[src/rtl/carpark_gate_ctrl_if.sv]
`default_nettype none
// ============================================================================
// Module   : carpark_gate_ctrl_if
// Brief    : Lane sensor / actuator / status bundle for carpark_gate_ctrl.
// Revision : 1.0 - initial release
// ============================================================================
interface carpark_gate_ctrl_if #(
    parameter int CNT_W = 4
);
    logic             entry_req;
    logic             exit_req;
    logic             car_pass;
    logic             gate_open;
    logic             dir;
    logic             entry_grant;
    logic             exit_grant;
    logic [CNT_W-1:0] occupancy;
    logic             full;
    logic             empty;
    logic             timeout;

    // master = sensors/display side, slave = the gate controller
    modport master (
        output entry_req, exit_req, car_pass,
        input  gate_open, dir, entry_grant, exit_grant, occupancy, full, empty, timeout
    );

    modport slave (
        input  entry_req, exit_req, car_pass,
        output gate_open, dir, entry_grant, exit_grant, occupancy, full, empty, timeout
    );
endinterface
`default_nettype wire

[src/rtl/carpark_gate_ctrl.sv]
`default_nettype none
// ============================================================================
// Module   : carpark_gate_ctrl
// Brief    : Shared entry/exit lane sequencer with round-robin arbitration,
//            gate open/close cycle and occupancy count.
//            Optional gate-open timeout: define CARPARK_GATE_TIMEOUT_EN.
// Revision : 1.0 - initial release
// ============================================================================
module carpark_gate_ctrl #(
    parameter int CAPACITY    = 8,
    parameter int CNT_W       = 4,
    parameter int OPEN_CYCLES = 16
) (
    input  logic               clk,
    input  logic               rst,
    carpark_gate_ctrl_if.slave lane
);

    if (CAPACITY < 1 || CAPACITY >= (1 << CNT_W) || OPEN_CYCLES < 1) begin : g_bad_params
        $error("carpark_gate_ctrl: invalid CAPACITY/CNT_W/OPEN_CYCLES");
    end

    localparam logic [CNT_W-1:0] c_capacity = CNT_W'(CAPACITY);
    localparam logic [CNT_W-1:0] c_one      = CNT_W'(1);

    typedef enum logic [1:0] {
        IDLE    = 2'd0,
        OPEN    = 2'd1,
        CLOSING = 2'd2
    } state_t;

    state_t           r_state;
    logic             r_gate_open;
    logic             r_dir;
    logic             r_entry_grant;
    logic             r_exit_grant;
    logic [CNT_W-1:0] r_occupancy;
    logic             r_full;
    logic             r_empty;
    logic             r_rr_entry;

    state_t           w_state_nxt;
    logic             w_gate_nxt;
    logic             w_dir_nxt;
    logic             w_entry_grant_nxt;
    logic             w_exit_grant_nxt;
    logic [CNT_W-1:0] w_occ_nxt;
    logic             w_rr_nxt;

    logic w_entry_ok;
    logic w_exit_ok;
    logic w_pick_entry;

    assign w_entry_ok   = lane.entry_req && (r_occupancy < c_capacity);
    assign w_exit_ok    = lane.exit_req && (r_occupancy != '0);
    assign w_pick_entry = w_entry_ok && (!w_exit_ok || r_rr_entry);

`ifdef CARPARK_GATE_TIMEOUT_EN
    localparam int                 c_tmr_w    = (OPEN_CYCLES > 1) ? $clog2(OPEN_CYCLES) : 1;
    localparam logic [c_tmr_w-1:0] c_tmr_last = c_tmr_w'(OPEN_CYCLES - 1);
    localparam logic [c_tmr_w-1:0] c_tmr_one  = c_tmr_w'(1);

    logic [c_tmr_w-1:0] r_open_cnt;
    logic               r_timeout;
    logic               w_timeout_nxt;
    logic               w_expired;

    assign w_expired    = (r_open_cnt == c_tmr_last);
    assign lane.timeout = r_timeout;
`else
    assign lane.timeout = 1'b0;
`endif

    always_ff @(posedge clk) begin
        if (rst) begin
            r_state       <= IDLE;
            r_gate_open   <= 1'b0;
            r_dir         <= 1'b0;
            r_entry_grant <= 1'b0;
            r_exit_grant  <= 1'b0;
            r_occupancy   <= '0;
            r_full        <= 1'b0;
            r_empty       <= 1'b1;
            r_rr_entry    <= 1'b0;
        end else begin
            r_state       <= w_state_nxt;
            r_gate_open   <= w_gate_nxt;
            r_dir         <= w_dir_nxt;
            r_entry_grant <= w_entry_grant_nxt;
            r_exit_grant  <= w_exit_grant_nxt;
            r_occupancy   <= w_occ_nxt;
            r_full        <= (w_occ_nxt == c_capacity);
            r_empty       <= (w_occ_nxt == '0);
            r_rr_entry    <= w_rr_nxt;
        end
`ifdef CARPARK_GATE_TIMEOUT_EN
        // Counts edges spent in OPEN; restarts from zero on every new opening.
        if (rst || r_state != OPEN) begin
            r_open_cnt <= '0;
        end else begin
            r_open_cnt <= r_open_cnt + c_tmr_one;
        end
        r_timeout <= rst ? 1'b0 : w_timeout_nxt;
`endif
    end

    always_comb begin
        w_state_nxt       = r_state;
        w_gate_nxt        = r_gate_open;
        w_dir_nxt         = r_dir;
        w_entry_grant_nxt = 1'b0;
        w_exit_grant_nxt  = 1'b0;
        w_occ_nxt         = r_occupancy;
        w_rr_nxt          = r_rr_entry;
`ifdef CARPARK_GATE_TIMEOUT_EN
        w_timeout_nxt     = 1'b0;
`endif
        case (r_state)
            IDLE: begin
                // The pointer flips after every grant, contested or not.
                if (w_pick_entry) begin
                    w_state_nxt       = OPEN;
                    w_gate_nxt        = 1'b1;
                    w_dir_nxt         = 1'b1;
                    w_entry_grant_nxt = 1'b1;
                    w_rr_nxt          = 1'b0;
                end else if (w_exit_ok) begin
                    w_state_nxt      = OPEN;
                    w_gate_nxt       = 1'b1;
                    w_dir_nxt        = 1'b0;
                    w_exit_grant_nxt = 1'b1;
                    w_rr_nxt         = 1'b1;
                end
            end
            OPEN: begin
                if (lane.car_pass) begin
                    if (r_dir) begin
                        if (r_occupancy < c_capacity) begin
                            w_occ_nxt = r_occupancy + c_one;
                        end
                    end else if (r_occupancy != '0) begin
                        w_occ_nxt = r_occupancy - c_one;
                    end
                    w_gate_nxt  = 1'b0;
                    w_state_nxt = CLOSING;
                end
`ifdef CARPARK_GATE_TIMEOUT_EN
                else if (w_expired) begin
                    w_timeout_nxt = 1'b1;
                    w_gate_nxt    = 1'b0;
                    w_state_nxt   = CLOSING;
                end
`endif
            end
            CLOSING: begin
                w_state_nxt = IDLE;
            end
            default: begin
                w_state_nxt = IDLE;
                w_gate_nxt  = 1'b0;
            end
        endcase
    end

    assign lane.gate_open   = r_gate_open;
    assign lane.dir         = r_dir;
    assign lane.entry_grant = r_entry_grant;
    assign lane.exit_grant  = r_exit_grant;
    assign lane.occupancy   = r_occupancy;
    assign lane.full        = r_full;
    assign lane.empty       = r_empty;

endmodule
`default_nettype wire

[src/flat_wrapper.sv]
// flat-port wrapper written by rule: the top's interface ports become plain ports
module carpark_gate_ctrl_flat 
#(
    parameter int CAPACITY    = 8,
    parameter int CNT_W       = 4,
    parameter int OPEN_CYCLES = 16
)
  (clk, rst, lane_entry_req, lane_exit_req, lane_car_pass, lane_gate_open, lane_dir, lane_entry_grant, lane_exit_grant, lane_occupancy, lane_full, lane_empty, lane_timeout);
  carpark_gate_ctrl_if #(.CNT_W(CNT_W)) lane_i ();
  input  logic clk;
  input  logic rst;
  input wire logic [$bits(lane_i.entry_req)-1:0] lane_entry_req;
  input wire logic [$bits(lane_i.exit_req)-1:0] lane_exit_req;
  input wire logic [$bits(lane_i.car_pass)-1:0] lane_car_pass;
  output wire logic [$bits(lane_i.gate_open)-1:0] lane_gate_open;
  output wire logic [$bits(lane_i.dir)-1:0] lane_dir;
  output wire logic [$bits(lane_i.entry_grant)-1:0] lane_entry_grant;
  output wire logic [$bits(lane_i.exit_grant)-1:0] lane_exit_grant;
  output wire logic [$bits(lane_i.occupancy)-1:0] lane_occupancy;
  output wire logic [$bits(lane_i.full)-1:0] lane_full;
  output wire logic [$bits(lane_i.empty)-1:0] lane_empty;
  output wire logic [$bits(lane_i.timeout)-1:0] lane_timeout;
  assign lane_i.entry_req = lane_entry_req;
  assign lane_i.exit_req = lane_exit_req;
  assign lane_i.car_pass = lane_car_pass;
  assign lane_gate_open = lane_i.gate_open;
  assign lane_dir = lane_i.dir;
  assign lane_entry_grant = lane_i.entry_grant;
  assign lane_exit_grant = lane_i.exit_grant;
  assign lane_occupancy = lane_i.occupancy;
  assign lane_full = lane_i.full;
  assign lane_empty = lane_i.empty;
  assign lane_timeout = lane_i.timeout;
  carpark_gate_ctrl #(.CAPACITY(CAPACITY), .CNT_W(CNT_W), .OPEN_CYCLES(OPEN_CYCLES)) u_core (.clk(clk), .rst(rst), .lane(lane_i));
endmodule
[config.mk]
export PLATFORM = sky130hd
export DESIGN_NAME = carpark_gate_ctrl_flat
export DESIGN_NICKNAME = d
export VERILOG_FILES = /design/src/rtl/carpark_gate_ctrl_if.sv /design/src/rtl/carpark_gate_ctrl.sv /design/src/flat_wrapper.sv
export SDC_FILE = /design/constraint.sdc
export NUM_CORES = 1
export LEC_CHECK = 0
export ABC_CLOCK_PERIOD_IN_PS = 2000
export CAP_MARGIN = 10
export CORE_MARGIN = 2
export CORE_UTILIZATION = 35
export CTS_CLUSTER_DIAMETER = 200
export DETAILED_ROUTE_END_ITERATION = 8
export PLACE_DENSITY_LB_ADDON = 0.25
export RECOVER_POWER = 100
export SLEW_MARGIN = 15
export SYNTH_ARGS = -nofsm -noshare
export SYNTH_HDL_FRONTEND = slang
export SYNTH_SLANG_ARGS = --single-unit
[constraint.sdc]
create_clock -name clk -period 2 [get_ports clk]
set_clock_uncertainty 0.1 [all_clocks]
set_input_delay 0.5 -clock clk [delete_from_list [all_inputs] [get_ports clk]]
set_output_delay 0.5 -clock clk [all_outputs]
set_load 0.02 [all_outputs]
==> summary.md <==
| Metric | Value |
|---|---|
| Outcome | `finished, final reports clean` |
| Worst-path cell chain | `clkdlybuf4s50_1 -> nand3b_2 -> or3_2 -> and3_2 -> a41o_1` |
| Kind of critical path | `in2reg` |
| Crit path to | `u_core.lane.empty` |
| Synth warn | `0` |
| Comb power frac | `0.359` |
| Multi-input logic area | `375 sq um` |
| RSZ-0062 raised after global routing | `false` |
| Pre-Repair DR Iteration Count | `4` |
| Post-route ant nets | `0` |
| Number of CTS-inserted buffers | `3` |
| Layout area overhead | `30.8%` |
| Sinks on Clock Net | `13` |
| Clock network power share | `0.217` |
| Final Util | `0.478` |
| Critical path depth | `5` |
| Endpoints failing hold | `0` |
| Critical R2R Launch | `u_core.lane.occupancy[1]` |
| WL/cell | `11.1 um` |
| Switching Fraction | `0.325` |
| Largest net degree at the start of global routing | `14` |
| Initial core utilization | `0.365` |
| N_diodes | `0` |
| I/O pin total | `16` |
| Slowest CP cell | `clkdlybuf4s50_1` |
| NetSw | `0.000240 W` |
| Via density | `4.88` |
| Number of global-route vias before repair | `573` |
| Final Instance Area | `918 sq um` |
| DIE AREA | `2380 sq um` |
| Die height | `around 50 um` |
| Cells after Synth | `78` |
| Slowest stage delay, CP | `0.51 ns` |
| Gpl congestion | `0.819` |
| Critical path fanouts, max | `3` |
| Placed instance area | `900 sq um` |
| Seq. cell area | `262 sq um` |
| Max-slew violation count | `0` |
| CTS tree | `yes` |
| Top cells by area, synth | `dfxtp_1 (37%), nor2_1 (4.8%), clkbuf_8 (3.9%), ha_1 (3.6%), a21oi_1 (2.9%)` |
| First-pass GRT wire length | `roughly 2.5 mm` |
| Fmax | `0.513 GHz` |
| PD cells | `804 nW/um^2` |
| Post-route clock period utilization | `0.974` |
| Via Count | `624` |
| Seq pwr share | `0.424` |
| Clock-pin transition on the worst setup and hold timing paths | `around 0.080 ns` |
| R2R Setup Slk | `0.18 ns` |
| Routed WL | `1.43 mm` |
| Syn_nets | `85` |
| CP top delay family | `simple AND/OR/NAND/NOR gates` |
| Critical Path Sink Type | `register` |
| Launch point of the worst path | `lane_car_pass` |
| Mean Syn Cell Area | `9.00 sq um` |
| Setup Viol. Count Final | `0` |
| Worst reg2reg endpoint | `u_core.r_rr_entry` |
| Post-CTS Setup Inserts | `0` |
| CTS Buffer Depth | `2` |
| Max-cap check violation count | `0` |
| # resized after CTS | `2` |
| Fin nets | `between 100 and 150` |
| I/O Buffers | `14` |
| Pint | `0.000499 W` |
| Post-synth EDFFs | `0` |
| CP bufs+invs | `1` |
| Min-Delay Path Class | `reg2reg` |
| Fillers | `209` |
| Die W | `just under 50 um` |
| Core Footprint | `1920 sq um` |
| Top cell type's share of synthesized area | `0.371` |
| Clock Tree Root | `clkbuf_4` |
| Distinct cells, synth | `37` |
| WP data arrival | `slightly above 2 ns` |
| Share of layout cells above drive strength 1 | `0.198` |
| R2R depth | `7` |
| Data required, critical path | `2.07 ns` |
| Maximum vdd drop | `0.000352 V` |
| Leakage power | `~0.37 nW` |
| DP HPWL | `1.08 mm` |
| Seq/Total Area, Yosys | `0.371` |
| Synthesized area | `702 sq um` |
| Total congestion overflow | `0` |
| Initial antenna violation count | `0` |
| DRT iter0 DRCs | `15` |
| H-tree levels | `1` |
| CP startpoint kind | `input pin` |
| Total GRT Usage | `0.135` |
| Biggest area consumer among synthesized cells | `dfxtp_1` |
| Skew-Pair Late Insertion Delay | `between 0.2 and 0.3 ns` |
| Most used DFF post-synth | `dfxtp_1` |
| FP Rows | `16` |
| Tmin final | `1.95 ns` |
| Hold path depth | `1` |
| Asr flop ratio synth | `0` |
| Synth Register Bits | `13` |
| # DRC | `0` |
| Post-CTS Hold Fix Bufs | `0` |
## worst reg2reg max path: cells and delay by family (launching register included)
family | cells | cell delay [ns]
simple gates | 4 | 0.76
buf+inv | 1 | 0.06
fa+ha+maj | 1 | 0.19
mux | 1 | 0.27
flops | 1 | 0.39
## cell usage after synthesis (all sizes together) (2+ instances only)
cell     count
dfxtp       13
nor2         9
a21oi        4
inv          4
or3          4
buf          3
nand2        3
nand2b       3
nand3        3
nand3b       3
nor3         3
a2111oi      2
clkbuf       2
ha           2
nor2b        2
nor3b        2
o21ai        2
## worst min path at each step
stage | from | end | slack, ns
6_report | u_core.r_rr_entry | u_core.lane.exit_grant | 0.38
2_1_floorplan | u_core.r_state[1] | u_core.r_state[0] | 0.35
4_1_cts | u_core.r_rr_entry | u_core.lane.exit_grant | 0.38
5_1_grt | u_core.r_rr_entry | u_core.lane.exit_grant | 0.40
3_5_place_dp | u_core.lane.gate_open | u_core.lane.gate_open | 0.38
3_3_place_gp | u_core.lane.gate_open | u_core.lane.gate_open | 0.37
## sequential cells by signal, indices dropped and copies added, names as in the netlist
| register | count |
|---|---|
| u_core.lane.gate_open | 1 |
| u_core.lane.empty | 1 |
| u_core.lane.full | 1 |
| u_core.lane.entry_grant | 1 |
| u_core.lane.exit_grant | 1 |
| u_core.lane.dir | 1 |
| u_core.r_rr_entry | 1 |
| u_core.lane.occupancy | 4 |
| u_core.r_state | 2 |
## final cells by class
| class | count | area share |
|---|---|---|
| clock buffer | 4 | 0.0286 |
| tap | 27 | 0.0368 |
| timing repair buffer | 24 | 0.225 |
| sequential | 13 | 0.285 |
| multi-input combinational | 56 | 0.409 |
| inverter | 4 | 0.0163 |
## cells in the final DEF, fill, tap and decap left out, drive strengths merged, types with 2 or more instances in the layout
cell type	synthesis	final
nor3b	2	2
a21oi	4	4
clkdlybuf4s50	0	7
nand3	3	3
nor2b	2	2
clkbuf	2	6
a2111oi	2	2
nand2b	3	3
nand3b	3	3
buf	3	8
dlygate4sd3	0	6
dfxtp	13	13
nand2	3	3
nor2	9	9
ha	2	2
nor3	3	3
o21ai	2	2
or3	4	4
inv	4	4
## cell families (layout without fill, tap and decap cells)
family | count (synthesis) | in the layout | share of synthesized area
AND/OR/NAND/NOR | 36 | 36 | 0.312
AO/OA/AOI/OAI | 14 | 14 | 0.139
flip-flops | 13 | 13 | 0.371
buffers and inverters | 9 | 32 | 0.0945
adder cells (fa/ha/maj) | 2 | 2 | 0.0356
multiplexers | 2 | 2 | 0.0303
other | 1 | 1 | 0.00534
XOR/XNOR | 1 | 1 | 0.0125
## stage by stage
stage          setup TNS [ns]  instances  hold slack, ns  total power, W  worst slack, ns
5_1_grt                     0        128           0.399        0.000794           0.0100
3_5_place_dp           -0.689        124           0.377        0.000600           -0.239
3_3_place_gp           -0.541        124           0.375        0.000600           -0.211
6_report                    0        128           0.378        0.000738           0.0518
4_1_cts                     0        128           0.382        0.000763           0.0549
2_1_floorplan               0         78           0.347        0.000491          0.00821
## routing by layer
metal	track usage	routed length (um)
met1	0.190	706
met2	0.205	640
met3	0.0215	68
met4	0.0571	9
met5	0	0
## power groups by stage
| stage | sequential, W | clock, W | combinational [W] |
|---|---|---|---|
| floorplan | 0.000351 | 0 | 0.000140 |
| finish | 0.000313 | 0.000160 | 0.000265 |
| detailed placement | 0.000320 | 0 | 0.000280 |
| global route | 0.000320 | 0.000183 | 0.000292 |
| CTS | 0.000314 | 0.000168 | 0.000281 |
| global placement | 0.000321 | 0 | 0.000279 |
(Power assumes the default switching activity.)
==> patch, RTL diff (same settings) <==
Add a define of `CARPARK_GATE_TIMEOUT_EN`.
--- a/src/rtl/carpark_gate_ctrl.sv
+++ b/src/rtl/carpark_gate_ctrl.sv
@@ -7,4 +7,6 @@
 // Revision : 1.0 - initial release
 // ============================================================================
+`define CARPARK_GATE_TIMEOUT_EN
+
 module carpark_gate_ctrl #(
     parameter int CAPACITY    = 8,
Check against the original RTL: no difference found for any inputs over 10 cycles, from zero or initial values and one cycle with rst high; that may be too few to reach the edited logic, so the function may still have changed.
==> patch against the original RTL <==
  * Die area is 21% higher
  * Sequential cell count is 5 higher
  * Area after synthesis increased by 22%
  * Highest routed layer unchanged
  * Global-route usage rose by 0.86 points
  * Final area increased by 21%
  * Setup slack improved by 0.039 ns
  * Count of clock-buffer cells in the layout unchanged
  * Largest power group unchanged
  * Via count is 20% higher
  * Wire length up 24%
  * Power increased by 8.9%
==> patch: results <==
[outcome]
status = "finished, final reports clean"

[final_layout]
nFillCells = 234
drive_gt1_share_pct = 15.13

[power_and_ir_drop]
p_leak_nw = 0.4573

[place]
preCtsSetupSlack_ns = -0.05192
io_buffer_count = 15
place.gp.congestion = 0.8606

[global_routing]
grt_pass1_wl_um = 3029
grt_max_degree = 12
met3_usage_pct = 1.667
first_global_vias = 727
grtUsageMet2_pct = 24.90

[critical_path]
critical_path.top_delay_family = "buffers and inverters"
cp_max_fo = 2
reg2reg_slack_ns = 0.14
r2r_cells = 6
cpMaxStageDelayCell = "dlygate4sd3_1"
reg2reg_to = "u_core.lane.empty"

[cts]
clock_latency_ns = 0.29
clkTransAtPathRegs_ns = 0.10

[synthesis]
ys_seq_area_share_pct = 41.92
ys_types = 35
synth.area.top_cells = "dfxtp_1 42%, nor2_1 5.2%, ha_1 4.4%"
syn-num-nets = 103

[drt]
wl_per_cell_um = 11.98
viasPerCell = 5.095

[sta]
fin_hold_ws_ns = 0.3557
-- patch: changes by cell type after synthesis, sizes merged, moves of 2 or more --
cell	before	now
dfxtp	13	18
or3	4	0
nand3b	3	0
nor2	9	12
o211ai	0	3
a2111oi	2	0
a31oi	1	3
inv	4	6
nand2b	3	5
or3b	0	2
-- patch: repair_timing --
| action | in CTS | in global routing |
|---|---|---|
| endpoints found under the setup margin | 1 | 3 |
| pin swaps | 0 | 0 |
| resized for setup | 1 | 3 |
| gates cloned | 0 | 0 |
-- patch: worst max-delay path by stage --
stage | start | endpoint | slack [ns] | cells after the start
floorplan | u_core.lane.occupancy[0] | u_core.lane.empty | 0.06 | 7
CTS | u_core.lane.occupancy[1] | lane_occupancy[1] | 0.006 | 2
detailed placement | lane_car_pass | u_core.lane.full | -0.05 | 5
global route | u_core.lane.occupancy[3] | lane_occupancy[3] | 0.05 | 1
global placement | lane_car_pass | u_core.lane.full | -0.01 | 5
finish | u_core.lane.dir | lane_dir | 0.09 | 1
-- patch: where the power goes --
part           total (W)  leakage, nW  internal [W]  switching (W)
Clock           0.000219       0.0210      0.000111       0.000108
Sequential      0.000396        0.147      0.000383      0.0000135
Combinational   0.000189        0.290     0.0000855       0.000103
-- patch: stage by stage --
stage | utilization [%] | power [W] | setup TNS [ns] | instances | instance area (um^2)
after global routing | 48.71 | 0.0008502 | 0 | 147 | 1109
after detailed placement | 47.94 | 0.0006010 | -0.09732 | 143 | 1091
after CTS | 49.48 | 0.0008216 | 0 | 147 | 1126
final | 48.71 | 0.0008042 | 0 | 147 | 1109
after floorplan | - | 0.0005273 | 0 | 95 | 859.6
after global placement | 47.94 | 0.0005977 | -0.01393 | 143 | 1091
-- patch: routing by layer --
layer	up-vias	routed length, um
met4	0	16
met2	10	843
met5	-	0
li1	385	-
met3	2	54
met1	352	846
-- patch: cell type report --
class / instances / share of cell area (%)
Clock buffer: 4 / 3.273
Inverter: 6 / 2.032
Multi-Input combinational cell: 67 / 41.31
Sequential cell: 18 / 32.51
Tap cell: 28 / 3.160
Timing Repair Buffer: 24 / 17.72
-- patch: logic make-up after synthesis --
family	Yosys count	synth area share (%)
and+or+nand+nor	37	23.73
xor gates and xnor gates	3	3.057
AOI/OAI and AO/OA	22	19.51
adders and majority gates	3	4.367
muxes	2	2.329
buffers and inverters	10	5.094
DFF	18	41.92
